<file path="config.mk">
export PLATFORM = sky130hd
export DESIGN_NAME = message_packer
export DESIGN_NICKNAME = d
export VERILOG_FILES = /design/src/rtl/msg_pkg.sv /design/src/rtl/message_packer.sv
export SDC_FILE = /design/constraint.sdc
export NUM_CORES = 1
export LEC_CHECK = 0
export ABC_AREA = 1
export ABC_CLOCK_PERIOD_IN_PS = 9800
export CAP_MARGIN = 40
export CORE_MARGIN = 5
export CORE_UTILIZATION = 50
export DETAILED_ROUTE_END_ITERATION = 7
export DONT_BUFFER_PORTS = 1
export PLACE_DENSITY = 0.62
export SLEW_MARGIN = 15
export SYNTH_ARGS = -nofsm -noshare
export SYNTH_HDL_FRONTEND = slang
export SYNTH_SLANG_ARGS = --single-unit
</file>
<file path="constraint.sdc">
create_clock -name msclk -period 9.8 [get_ports msclk]
set_input_delay 0 -clock msclk [delete_from_list [all_inputs] [get_ports msclk]]
set_output_delay 0 -clock msclk [all_outputs]
set_load 0.01 [all_outputs]
</file>
<file path="src/rtl/msg_pkg.sv">
// Shared constants and state type for the message packer datapath.
// Latency: n/a (declarations only).
// Backpressure: n/a (declarations only).
package msg_pkg;

  // Message capacity in characters and the matching packed width.
  localparam int MSG_CHARS = 10;
  localparam int MSG_W     = 8 * MSG_CHARS;

  // Control bytes recognised by the packer.
  localparam logic [7:0] ASCII_NUL = 8'h00;
  localparam logic [7:0] ASCII_BS  = 8'h08;
  localparam logic [7:0] ASCII_CR  = 8'h0D;

  // IDLE: working buffer empty. FILL: 1..MAX_CHARS-1 characters held.
  typedef enum logic {
    IDLE = 1'b0,
    FILL = 1'b1
  } pack_state_t;

endpackage

</file>
<file path="src/rtl/message_packer.sv">
// Packs an ASCII byte stream into fixed-width messages for the encryptor; PACKER_BACKSPACE_EN enables 8'h08 as delete.
// Latency: code_out/code_done update on the edge after the completing byte (terminator or last slot) is accepted.
// Backpressure: in_ready = !clr only; every byte offered while clr is low is consumed.
module message_packer
  import msg_pkg::*;
#(
  parameter int         MAX_CHARS = MSG_CHARS,
  parameter logic [7:0] TERM_CHAR = ASCII_CR
) (
  input  logic                   msclk,
  input  logic                   rst,
  input  logic [7:0]             in_data,
  input  logic                   in_valid,
  output logic                   in_ready,
  input  logic                   clr,
  output logic [8*MAX_CHARS-1:0] code_out,
  output logic                   code_done,
  output logic [3:0]             char_count
);

  // Index of the slot whose write completes a message.
  localparam logic [3:0] LAST_SLOT = 4'(MAX_CHARS - 1);

  pack_state_t            state;
  logic [8*MAX_CHARS-1:0] work_buf;
  logic [8*MAX_CHARS-1:0] stored_buf;
  logic                   accept;
  logic                   is_nul;
  logic                   is_term;

  // clr is the only reason to refuse a byte, so it also makes clr win over in_valid.
  assign in_ready = !clr;
  assign accept   = in_valid && in_ready;
  assign is_nul   = (in_data == ASCII_NUL);
  assign is_term  = (in_data == TERM_CHAR);

  // Working buffer with the incoming byte placed at slot char_count (slot 0 is the MSB byte).
  always_comb begin
    stored_buf = work_buf;
    for (int i = 0; i < MAX_CHARS; i++) begin
      if (char_count == 4'(i)) begin
        stored_buf[8*(MAX_CHARS-1-i) +: 8] = in_data;
      end
    end
  end

`ifdef PACKER_BACKSPACE_EN
  logic                   is_bs;
  logic [8*MAX_CHARS-1:0] erased_buf;

  assign is_bs = (in_data == ASCII_BS);

  // Working buffer with the most recently stored slot (char_count-1) zeroed.
  always_comb begin
    erased_buf = work_buf;
    for (int i = 0; i < MAX_CHARS; i++) begin
      if (char_count == 4'(i + 1)) begin
        erased_buf[8*(MAX_CHARS-1-i) +: 8] = 8'h00;
      end
    end
  end
`endif

  // Packer FSM: collects bytes, publishes complete messages, honours clr; all outputs registered.
  always_ff @(posedge msclk or posedge rst) begin
    if (rst) begin
      state      <= IDLE;
      work_buf   <= '0;
      char_count <= 4'd0;
      code_out   <= '0;
      code_done  <= 1'b0;
    end else begin
      code_done <= 1'b0;
      if (clr) begin
        // Drop the partial message; the last published message stays on code_out.
        state      <= IDLE;
        work_buf   <= '0;
        char_count <= 4'd0;
      end else if (accept && !is_nul) begin
        // NUL marks empty slots downstream, so it is never stored and never changes state.
        if (is_term) begin
          // A terminator on an empty buffer would publish an empty message; ignore it.
          if (state == FILL) begin
            code_out   <= work_buf;
            code_done  <= 1'b1;
            work_buf   <= '0;
            char_count <= 4'd0;
            state      <= IDLE;
          end
        end
`ifdef PACKER_BACKSPACE_EN
        else if (is_bs) begin
          if (state == FILL) begin
            work_buf   <= erased_buf;
            char_count <= char_count - 4'd1;
            state      <= (char_count == 4'd1) ? IDLE : FILL;
          end
        end
`endif
        else if (char_count == LAST_SLOT) begin
          // Filling the last slot completes the message without waiting for a terminator.
          code_out   <= stored_buf;
          code_done  <= 1'b1;
          work_buf   <= '0;
          char_count <= 4'd0;
          state      <= IDLE;
        end else begin
          work_buf   <= stored_buf;
          char_count <= char_count + 4'd1;
          state      <= FILL;
        end
      end
    end
  end

endmodule

</file>
==> impl_metrics.toml <==
[floorplanning]
dieArea_mm2 = 0.0212
initial_core_util = 0.511
die_w_um = 146
core-area_mm2 = 0.0180
pin_count = 98
num_rows = 49
die_h_um = 146

[yosys]
ys_seq_area_frac = 0.451
synth_cell_types = 23
synthesis.area_mm2 = 0.00920
synth-xor-area-share = 0.000952
syn_nets = 1386
avgSynthCellArea_um2 = 6.70
synthMuxAreaShare = 0
synthSimpleGateAreaFrac = 0.418
syn_inst = 1374
synth_top_family_by_area = "simple AND/OR/NAND/NOR gates"
synth_compound_area_frac = 0.0428
yosys_warnings = 0
synth_fa_ha_area_frac = 0
synth-seq-cells = 166

[clock_tree]
cts.reportedPaths.clkPinSlew_ps = 60
cts_root_buffer = "clkbuf_16"
post-cts-setup-buffer-count = 0
cts_sinks = 166
htreeDepth = 4
cts_tree = "yes"
clk_latency_ps = 430
numCtsBuffers = 17
clock_path_buffers = 2
ctsHoldBuffers = 11
cts_resized = 0

[critical_path]
cpLargestDelayFamily = "simple AND/OR/NAND/NOR gates"
cp_max_fo = 44
cp.required_ps = 10110
cp.arrival_ps = 3520
critPathCaptureType = "flop"
max_stage_delay_ps = 590
cp_num_buf_inv = 3
slowest_stage = "dfrtp_1"
worstSetupStartpoint = "char_count[3]$_DFFE_PP0P_"
r2r_cells = 10
criticalPathCategory = "reg -> reg"
critical_path.most_common_cell = "nand2_1"
r2r_start = "char_count[3]$_DFFE_PP0P_"
crit_cells = 10
path_cells = "inv_2 > nor2_2 > nand2_1 > clkinv_1 > nand2_1 > nand2_1 > nand2_2 > buf_4 > nand2_1 > nand2_1"
crit_path_start_kind = "flop"

[worst_hold_path]
min_path_type = "in -> async"

[final_layout]
syn2layout_area_growth_pct = 7.99
final_common_cell = "nand2_1"
final_cell_mix = "nand2_1 (702), dfrtp_1 (166), nand3_1 (151)"
antennaDiodeCount = 0
drive_gt1_frac = 0.0542
nets = 1347
fillers = 1760

[timing]
max_freq_mhz = 312
post-route-period-util = 0.327
hold_viol = 0
rsz0062_at_grt = "false"
setup_viol = 0
final.min_clock_period_ps = 3200
slew_headroom = 0.437
finalSetupTns_ps = 0
slew_viol_final = 0
worstMarginPinSlew_ps = 844
clock_skew_ps = 9.42

[power]
power_mw = 1.58
leakagePower_nw = 5.34
ir_drop_mv = 0.124
cellPowerDensity_mw_per_mm2 = 159

[placed_design]
hpwl_um = 13900
io_buffers = 0
gp_congestion = 0.794

[global_route]
antenna_found_initial = 0
grt_pass1_wl_um = 40500
track_usage = 0.230
grt_pass1_vias = 7673
grt_max_degree = 91
grt_overflow = 0

[detailed_routing]
drt-initial-drc-count = 838
vias = 8237
drc = 0
met1_length_um = 11500
routed-wl-met2_um = 10400
first_pass_iters = 6
ant_nets = 0
wl_per_cell_um = 15.2
route.met3.wl_um = 1810
highest_layer = "met4"
wl_um = 24000
viasPerCell = 5.22

[outcome]
status = "finished, final reports clean"

[job]
cap_violations = 0
-- per-layer routing --
metal	vias up	GRT usage
li1	4159	-
met1	3783	0.351
met2	271	0.331
met3	24	0.0551
met4	0	0.0513
met5	-	0
-- worst paths after layout --
check                      slack (ps)                  endpoint
min in group msclk                100  work_buf[22]$_DFFE_PP0P_
min reg2reg                       540  work_buf[38]$_DFFE_PP0P_
max in group asynchronous        8470  work_buf[77]$_DFFE_PP0P_
min                                50  code_out[28]$_DFFE_PP0P_
max reg2reg                      6600  code_out[54]$_DFFE_PP0P_
max                              6600  code_out[54]$_DFFE_PP0P_
-- cells in the mapped netlist --
library cell,count,area (um2)
o21ai_0,41,205
nor2b_1,1,6.26
buf_6,8,90.1
inv_1,74,278
nand2_2,3,18.8
nor3_1,9,45.0
nand3b_1,1,7.51
xor2_1,1,8.76
buf_4,14,105
buf_2,36,180
nand2_1,704,2640
nor2_1,82,308
nor2_2,6,37.5
o21bai_1,1,7.51
nor2_4,1,11.3
a21oi_4,1,16.3
nand3_1,151,756
inv_2,10,37.5
nand3_2,1,10.0
clkinv_1,4,15.0
o21ai_1,33,165
dfrtp_1,166,4150
clkbuf_1,26,97.6
-- through the flow --
step	utilization	area (um2)	instances	worst slack (ps)	hold slack [ps]
after floorplan	-	9200	1374	5310	267
after detailed placement	0.511	9210	1533	6650	-124
after global routing	0.551	9940	1577	6300	88.8
after CTS	0.550	9920	1576	6640	56.7
after global placement	0.506	9110	1529	6760	125
final	0.551	9940	1577	6600	51.5
-- cell families (layout without fill, tap and decap cells) --
kind of cell / Yosys count / count (layout)
xor+xnor: 1 / 1
simple gates: 959 / 959
compound gates: 76 / 76
buf+inv: 172 / 146
flops: 166 / 166
-- state kept, by name, indices dropped and copies added, names as in the netlist --
| signal | flops |
|---|---|
| code_out | 80 |
| code_done | 1 |
| work_buf | 80 |
| char_count | 4 |
| state | 1 |
-- where the power goes --
group,total [mW],internal (mW),switching (mW)
clock network,0.673,0.392,0.281
registers,0.724,0.705,0.0191
logic,0.179,0.0489,0.130
-- layout make-up --
type | count | area [um2] | area share
Timing Repair Buffer | 26 | 300 | 0.0302
Inverter | 88 | 335 | 0.0337
Clock buffer | 23 | 508 | 0.0511
Sequential cell | 166 | 4150 | 0.418
Clock inverter | 9 | 91.3 | 0.00919
Tap cell | 229 | 287 | 0.0288
Multi-Input combinational cell | 1036 | 4260 | 0.429
(Power assumes the default switching activity.)
